===== src/rtl/bp_stall_counter_sampler_if.sv =====
`default_nettype none
// ============================================================================
// Module      : bp_stall_counter_sampler_if
// Description : Valid/ready stream link from the counter sampler to the
//               host-side FIFO.
//                 data      : stream word (header or counter value)
//                 v         : word valid
//                 ready_and : consumer can accept the word this cycle
//                 last      : final word of a frame
//               master = sampler side, slave = FIFO side.
// Revision    : 1.0 - initial release
// ============================================================================
interface bp_stall_counter_sampler_if #(
    parameter int WIDTH_P = 32
);
    logic [WIDTH_P-1:0] data;
    logic               v;
    logic               ready_and;
    logic               last;

    modport master (
        output data,
        output v,
        output last,
        input  ready_and
    );

    modport slave (
        input  data,
        input  v,
        input  last,
        output ready_and
    );
endinterface
`default_nettype wire


===== src/rtl/bp_stall_counter_sampler.sv =====
`default_nettype none
// ============================================================================
// Module      : bp_stall_counter_sampler
// Description : Snapshot sequencer for the stall/instruction counter bank.
//               On a periodic timer tick or a host request, the whole bank is
//               captured in one cycle and streamed as one header word (the
//               frame sequence number) followed by NUM_COUNTERS_P counter
//               words.
// Ports       : clk_i, reset_i  - clock, synchronous active-high reset
//               enable_i        - enables the periodic timer
//               interval_i      - sample period in cycles (0 = no periodic)
//               host_req_i      - one-cycle immediate snapshot request
//               counters_i      - packed counter bank, counter k at
//                                 [k*WIDTH_P +: WIDTH_P]
//               clear_o         - one-cycle clear pulse to the bank
//               stream          - valid/ready output link (master)
//               busy_o          - a frame is in progress
//               seq_o           - frames started so far (wraps)
//               dropped_o       - triggers lost while busy (saturates)
// Revision    : 1.0 - initial release
// ============================================================================
module bp_stall_counter_sampler #(
    parameter int WIDTH_P           = 32,
    parameter int NUM_COUNTERS_P    = 36,
    parameter bit CLEAR_ON_SAMPLE_P = 1'b0
) (
    input  wire logic                              clk_i,
    input  wire logic                              reset_i,
    input  wire logic                              enable_i,
    input  wire logic [WIDTH_P-1:0]                interval_i,
    input  wire logic                              host_req_i,
    input  wire logic [NUM_COUNTERS_P*WIDTH_P-1:0] counters_i,
    output logic                                   clear_o,
    bp_stall_counter_sampler_if.master             stream,
    output logic                                   busy_o,
    output logic [WIDTH_P-1:0]                     seq_o,
    output logic [WIDTH_P-1:0]                     dropped_o
);

    localparam int               c_idx_w = (NUM_COUNTERS_P > 1) ? $clog2(NUM_COUNTERS_P) : 1;
    localparam logic [c_idx_w-1:0] c_idx_last = c_idx_w'(NUM_COUNTERS_P - 1);
    localparam logic [c_idx_w-1:0] c_idx_one  = c_idx_w'(1);
    localparam logic [WIDTH_P-1:0] c_one      = WIDTH_P'(1);

    typedef enum logic [1:0] {
        S_IDLE    = 2'd0,
        S_CAPTURE = 2'd1,
        S_HEADER  = 2'd2,
        S_SEND    = 2'd3
    } state_t;

    state_t               r_state;
    state_t               w_state_next;
    logic [WIDTH_P-1:0]   r_timer;
    logic [c_idx_w-1:0]   r_idx;
    logic [WIDTH_P-1:0]   r_snap [NUM_COUNTERS_P];
    logic [WIDTH_P-1:0]   r_hdr;
    logic [WIDTH_P-1:0]   r_seq;
    logic [WIDTH_P-1:0]   r_dropped;

    logic                 w_timer_on;
    logic                 w_timer_fire;
    logic                 w_trigger;
    logic                 w_idx_last;
    logic                 w_v;
    logic                 w_last;
    logic [WIDTH_P-1:0]   w_data;
    logic                 w_clear;

    assign w_timer_on   = enable_i && (interval_i != '0);
    assign w_timer_fire = w_timer_on && (r_timer == (interval_i - c_one));
    // A timer tick and a host request in the same cycle are one trigger.
    assign w_trigger    = w_timer_fire | host_req_i;
    assign w_idx_last   = (r_idx == c_idx_last);

    // Stream outputs are decoded from registered state and snapshot only,
    // so ready_and never reaches v combinationally.
    always_comb begin
        w_state_next = r_state;
        w_v          = 1'b0;
        w_last       = 1'b0;
        w_data       = '0;
        w_clear      = 1'b0;
        case (r_state)
            S_IDLE: begin
                if (w_trigger) begin
                    w_state_next = S_CAPTURE;
                end
            end
            S_CAPTURE: begin
                w_clear      = CLEAR_ON_SAMPLE_P;
                w_state_next = S_HEADER;
            end
            S_HEADER: begin
                w_v    = 1'b1;
                w_data = r_hdr;
                if (stream.ready_and) begin
                    w_state_next = S_SEND;
                end
            end
            S_SEND: begin
                w_v    = 1'b1;
                w_data = r_snap[r_idx];
                w_last = w_idx_last;
                if (stream.ready_and && w_idx_last) begin
                    w_state_next = S_IDLE;
                end
            end
            default: begin
                w_state_next = S_IDLE;
            end
        endcase
    end

    always_ff @(posedge clk_i) begin
        if (reset_i) begin
            r_state <= S_IDLE;
        end else begin
            r_state <= w_state_next;
        end
    end

    always_ff @(posedge clk_i) begin
        if (reset_i) begin
            r_timer   <= '0;
            r_idx     <= '0;
            r_hdr     <= '0;
            r_seq     <= '0;
            r_dropped <= '0;
        end else begin
            // Timer runs independently of the FSM so backpressure never
            // stretches the sampling period.
            if (w_timer_on) begin
                r_timer <= w_timer_fire ? '0 : (r_timer + c_one);
            end else begin
                r_timer <= '0;
            end

            if (r_state == S_CAPTURE) begin
                r_hdr <= r_seq;
                r_seq <= r_seq + c_one;
            end

            if ((r_state == S_HEADER) && stream.ready_and) begin
                r_idx <= '0;
            end else if ((r_state == S_SEND) && stream.ready_and && !w_idx_last) begin
                r_idx <= r_idx + c_idx_one;
            end

            if (w_trigger && (r_state != S_IDLE) && (r_dropped != '1)) begin
                r_dropped <= r_dropped + c_one;
            end
        end
    end

    // Snapshot storage needs no reset: it is only read after a capture.
    always_ff @(posedge clk_i) begin
        if (r_state == S_CAPTURE) begin
            for (int k = 0; k < NUM_COUNTERS_P; k++) begin
                r_snap[k] <= counters_i[k*WIDTH_P +: WIDTH_P];
            end
        end
    end

    assign stream.v    = w_v;
    assign stream.data = w_data;
    assign stream.last = w_last;
    assign clear_o     = w_clear;
    assign busy_o      = (r_state != S_IDLE);
    assign seq_o       = r_seq;
    assign dropped_o   = r_dropped;

endmodule
`default_nettype wire


===== src/flat_wrapper.sv =====
// flat-port wrapper written by rule: the top's interface ports become plain ports
module bp_stall_counter_sampler_flat 
#(
    parameter int WIDTH_P           = 32,
    parameter int NUM_COUNTERS_P    = 36,
    parameter bit CLEAR_ON_SAMPLE_P = 1'b0
)
  (clk_i, reset_i, enable_i, interval_i, host_req_i, counters_i, clear_o, busy_o, seq_o, dropped_o, stream_data, stream_v, stream_last, stream_ready_and);
  bp_stall_counter_sampler_if #(.WIDTH_P(WIDTH_P)) stream_i ();
  input  wire logic clk_i;
  input  wire logic reset_i;
  input  wire logic enable_i;
  input  wire logic [WIDTH_P-1:0] interval_i;
  input  wire logic host_req_i;
  input  wire logic [NUM_COUNTERS_P*WIDTH_P-1:0] counters_i;
  output logic clear_o;
  output logic busy_o;
  output logic [WIDTH_P-1:0] seq_o;
  output logic [WIDTH_P-1:0] dropped_o;
  output wire logic [$bits(stream_i.data)-1:0] stream_data;
  output wire logic [$bits(stream_i.v)-1:0] stream_v;
  output wire logic [$bits(stream_i.last)-1:0] stream_last;
  input wire logic [$bits(stream_i.ready_and)-1:0] stream_ready_and;
  assign stream_data = stream_i.data;
  assign stream_v = stream_i.v;
  assign stream_last = stream_i.last;
  assign stream_i.ready_and = stream_ready_and;
  bp_stall_counter_sampler #(.WIDTH_P(WIDTH_P), .NUM_COUNTERS_P(NUM_COUNTERS_P), .CLEAR_ON_SAMPLE_P(CLEAR_ON_SAMPLE_P)) u_core (.clk_i(clk_i), .reset_i(reset_i), .enable_i(enable_i), .interval_i(interval_i), .host_req_i(host_req_i), .counters_i(counters_i), .clear_o(clear_o), .stream(stream_i), .busy_o(busy_o), .seq_o(seq_o), .dropped_o(dropped_o));
endmodule

===== config.mk =====
export PLATFORM = sky130hd
export DESIGN_NAME = bp_stall_counter_sampler_flat
export DESIGN_NICKNAME = d
export VERILOG_FILES = /design/src/rtl/bp_stall_counter_sampler_if.sv /design/src/rtl/bp_stall_counter_sampler.sv /design/src/flat_wrapper.sv
export SDC_FILE = /design/constraint.sdc
export NUM_CORES = 2
export LEC_CHECK = 0
export BUFFER_PORTS_ARGS = -buffer_cell sky130_fd_sc_hd__buf_4
export CORE_AREA = 2 2 506 508
export CTS_CLUSTER_DIAMETER = 150
export CTS_CLUSTER_SIZE = 14
export DETAILED_ROUTE_END_ITERATION = 7
export DIE_AREA = 0 0 508 510
export GPL_TIMING_DRIVEN = 0
export SETUP_SLACK_MARGIN = 0.4
export SYNTH_ARGS = -nofsm -noshare
export SYNTH_HDL_FRONTEND = slang
export SYNTH_SLANG_ARGS = --single-unit

===== constraint.sdc =====
create_clock -name clk_i -period 65.8 [get_ports clk_i]
set_input_delay 6.58 -clock clk_i [delete_from_list [all_inputs] [get_ports clk_i]]
set_output_delay 6.58 -clock clk_i [all_outputs]
set_load 0.01 [all_outputs]

==> run_results.csv <==
group,metric,value,unit
synthesis,synth_seq_cells,1294,
timing,setup_tns,0,ps
cts,numClockSinks,1294,
critical_path,rr_worst_depth,12,
synthesis,syn_area,50900,µm²
synthesis,ys_warn_count,0,
status,status,"finished, final reports clean",
finish,fin_nets,5181,
critical_path,start_kind,"register",
timing,hold_viol_final,0,
finish,layoutNonFillerInstCount,7396,
cts,clkLatencyLatePin,800,ps
power_and_ir_drop,p_comb_share,21.6,%
timing,finalClockSkew,94.2,ps
drt,drtIter0Drc,3428,
place,dpl.cell_count,7242,
finish,area_growth,34.5,%
place,place_congestion,0.890,
drt,drcViolationCount,0,
power_and_ir_drop,p_clk_share,25.2,%
synthesis,synth.distinct_cells,64,
power_and_ir_drop,power_density,34.6,nW/µm²
synthesis,syn_area_per_cell,19.9,µm²
floorplanning,dieWidth,508,µm
critical_path,critPathRequiredTime,59220,ps
floorplanning,start_util,20.1,%
cts,clkTransAtPathRegs,70,ps
critical_path,cp.arrival,6280,ps
cts,ctsResizeCount,0,
synthesis,syn-instance-count,2564,
synthesis,yosysSeqAreaShare,73.5,%
power_and_ir_drop,pwr-share-seq,53.2,%
critical_path,crit_fanout,10,
cts,max-clock-path-buffers,3,
cts,cts_buffers,104,
finish,stdcell_area,68500,µm²
timing,rsz0062_at_grt,"no",
power_and_ir_drop,peakVddDrop,0.0222,mV
drt,via_per_inst,4.28,
critical_path,r2r_start,"u_core.r_state[1]",
place,dpl-instance-area,65500,µm²
min_path,hold_path_end,"u_core.r_timer[0]",
cts,holdBufCountCts,0,
finish,nFillCells,25600,
flow_run,max_cap_violations,0,
synthesis,synth_top_area_cell,"edfxtp_1",
timing,post-route-min-period,12860,ps
timing,setup_viol,0,
power_and_ir_drop,internal_power,0.00167,W
floorplanning,ioPinCount,1289,
power_and_ir_drop,p_leak,23.4,nW
synthesis,synth_edf_count,1152,
finish,drive_above_1_share,45.9,%
critical_path,criticalPathCategory,"register to output port",
drt,vias,31600,
synthesis,yosysMostFrequentCell,"edfxtp_1",
drt,ant_nets,0,
critical_path,reg2reg_slack,61390,ps
critical_path,r2r_end,"u_core.seq_o[31]",
cts,postCtsSetupRepairBufs,0,
synthesis,netlist.area_leader.share,67.9,%
min_path,holdPathStages,1,
grt,grt_overflow_total,0,
cts,cts_tree,"done",
power_and_ir_drop,power.switching,0.000700,W
floorplanning,die-area,259000,µm²
grt,grt_pass1_vias,32400,
drt,dr.pass1.iters,5,
place,post-dp-hpwl,187000,µm
floorplanning,rows,185,
grt,grtUsageTotal,17.0,%
drt,wire_per_inst,31.0,µm
floorplanning,fp.dieH,510,µm
min_path,hold_path.class,"register to register",
synthesis,synth_common_cells,"1152 x edfxtp_1, 352 x mux4_2, 146 x nor2_1",
cts,htree_levels,3,
min_path,min-delay-start,"u_core.r_timer[0]",
timing,tightest_slew,1410,ps
grt,grt_max_degree,76,
place,io_buffers,1285,
synthesis,synth_ff_type,"edfxtp_1",
synthesis,synth_nets,3763,
power_and_ir_drop,switching_share,29.5,%
synthesis,async_reset_ff_share,0,%
cts,clock-root-buffer,"clkbuf_16",
grt,antenna_found_initial,95,
timing,fmax,77.8,MHz
timing,relSlewSlack,6.23,%
grt,grt_pass1_wl,294000,µm
synthesis,synth_area_leaders,"edfxtp_1 68%, mux4_2 16%, dfxtp_1 5.6%",
drt,routed_wirelength,229000,µm
timing,slew_violations,0,
critical_path,critPathCaptureType,"output port",
floorplanning,core_area,253000,µm²
timing,fin_crit_sh,19.5,%
-- cells by family (layout without fill, tap and decap cells) --
family | Yosys count | after routing | share of synthesized area, %
buffers and inverters | 152 | 1600 | 1.17
multiplexers | 430 | 430 | 17.1
other | 1 | 19 | 0.00736
AO/OA/AOI/OAI | 147 | 147 | 1.91
AND/OR/NAND/NOR | 426 | 426 | 4.24
flip-flops | 1294 | 1294 | 73.5
XOR/XNOR | 104 | 104 | 1.79
adder cells (fa/ha/maj) | 10 | 10 | 0.246
-- metal layers --
| metal | up-vias | track usage, % | part of all wire [%] | wire length (µm) |
|---|---|---|---|---|
| met4 | 38 | 3.66 | 2.1 | 4790 |
| met5 | - | 0 | 0.11 | 256 |
| li1 | 13300 | - | - | - |
| met1 | 16400 | 21.3 | 40 | 91700 |
| met2 | 1679 | 29.1 | 50 | 114000 |
| met3 | 256 | 4.75 | 8.2 | 18900 |
-- worst max-delay path by stage --
stage / startpoint / to / slack [ps] / cells past startpoint
2_1_floorplan: u_core.r_state[0] / u_core.seq_o[25] / 36440 / 10
3_3_place_gp: u_core.r_state[0] / u_core.seq_o[27] / 24910 / 10
3_5_place_dp: register / stream_data[23] / 53580 / 9
4_1_cts: register / stream_data[23] / 52660 / 9
5_1_grt: register / stream_data[23] / 52710 / 9
6_report: register / stream_data[22] / 52940 / 9
-- stage by stage --
stage / total power (W) / utilization (%) / hold slack (ps) / worst slack (ps)
5_1_grt: 0.00247 / 27.0 / 502 / 52710
3_5_place_dp: 0.00181 / 25.8 / 479 / 53580
3_3_place_gp: 0.00230 / 25.6 / 449 / 24910
6_report: 0.00237 / 27.0 / 493 / 52940
2_1_floorplan: 0.00186 / - / 437 / 36440
4_1_cts: 0.00241 / 27.0 / 490 / 52660
-- placed cells by master (no fill, tap or decap), drive strengths merged, types with 3 or more instances in the layout --
cell type  instances
buf             1356
edfxtp          1152
mux4             352
clkbuf           217
nor2             146
dfxtp            142
nand2             74
mux2i             71
xnor2             54
xor2              50
o21ai             46
nand3             44
a22o              33
a21oi             32
or4               22
nand4             21
nor3              21
diode             18
or3               18
inv               18
nor4              18
and3              17
o31ai             14
ha                10
nor2b              9
clkinv             9
mux2               7
nor3b              6
nand4b             5
nand2b             5
and4               5
or2                5
and2               4
a311oi             3
a31oi              3
or4b               3
-- power groups by stage --
stage | registers [W] | logic, W | clock network, W
after detailed placement | 0.00128 | 0.000526 | 0
after global routing | 0.00128 | 0.000547 | 0.000642
final | 0.00126 | 0.000512 | 0.000597
after global placement | 0.00182 | 0.000477 | 0
after floorplan | 0.00161 | 0.000248 | 0
after CTS | 0.00126 | 0.000527 | 0.000618
-- flip-flops by register name, indices dropped and copies added (netlist names), named ones only --
signal / flops
u_core.r_timer: 32
u_core.r_state: 2
u_core.r_snap: 1152
u_core.seq_o: 32
u_core.dropped_o: 32
u_core.r_idx: 6
u_core.r_hdr: 32
-- worst max-delay path, cell delays in order (launching register included) --
cell and delay, ps:
dfxtp_1 320, clkbuf_2 590, clkbuf_2 760, clkbuf_1 930
mux4_2 430, mux4_2 580, mux2i_1 730, o21ai_0 560
a22o_1 400, buf_4 160
-- area by class of cell --
class | count | area, µm² | share of cell area (%)
diodes | 18 | 45.0 | 0.0658
flip-flops and latches | 1294 | 37400 | 54.7
repair buffers | 1312 | 10300 | 15.1
plain buffers | 136 | 577 | 0.842
inverters | 16 | 60.1 | 0.0877
well taps | 3366 | 4210 | 6.15
clock buffers | 125 | 2680 | 3.92
clock inverters | 11 | 246 | 0.360
multi-input cells | 1118 | 12900 | 18.8
Power figures use the tool's default switching activity.
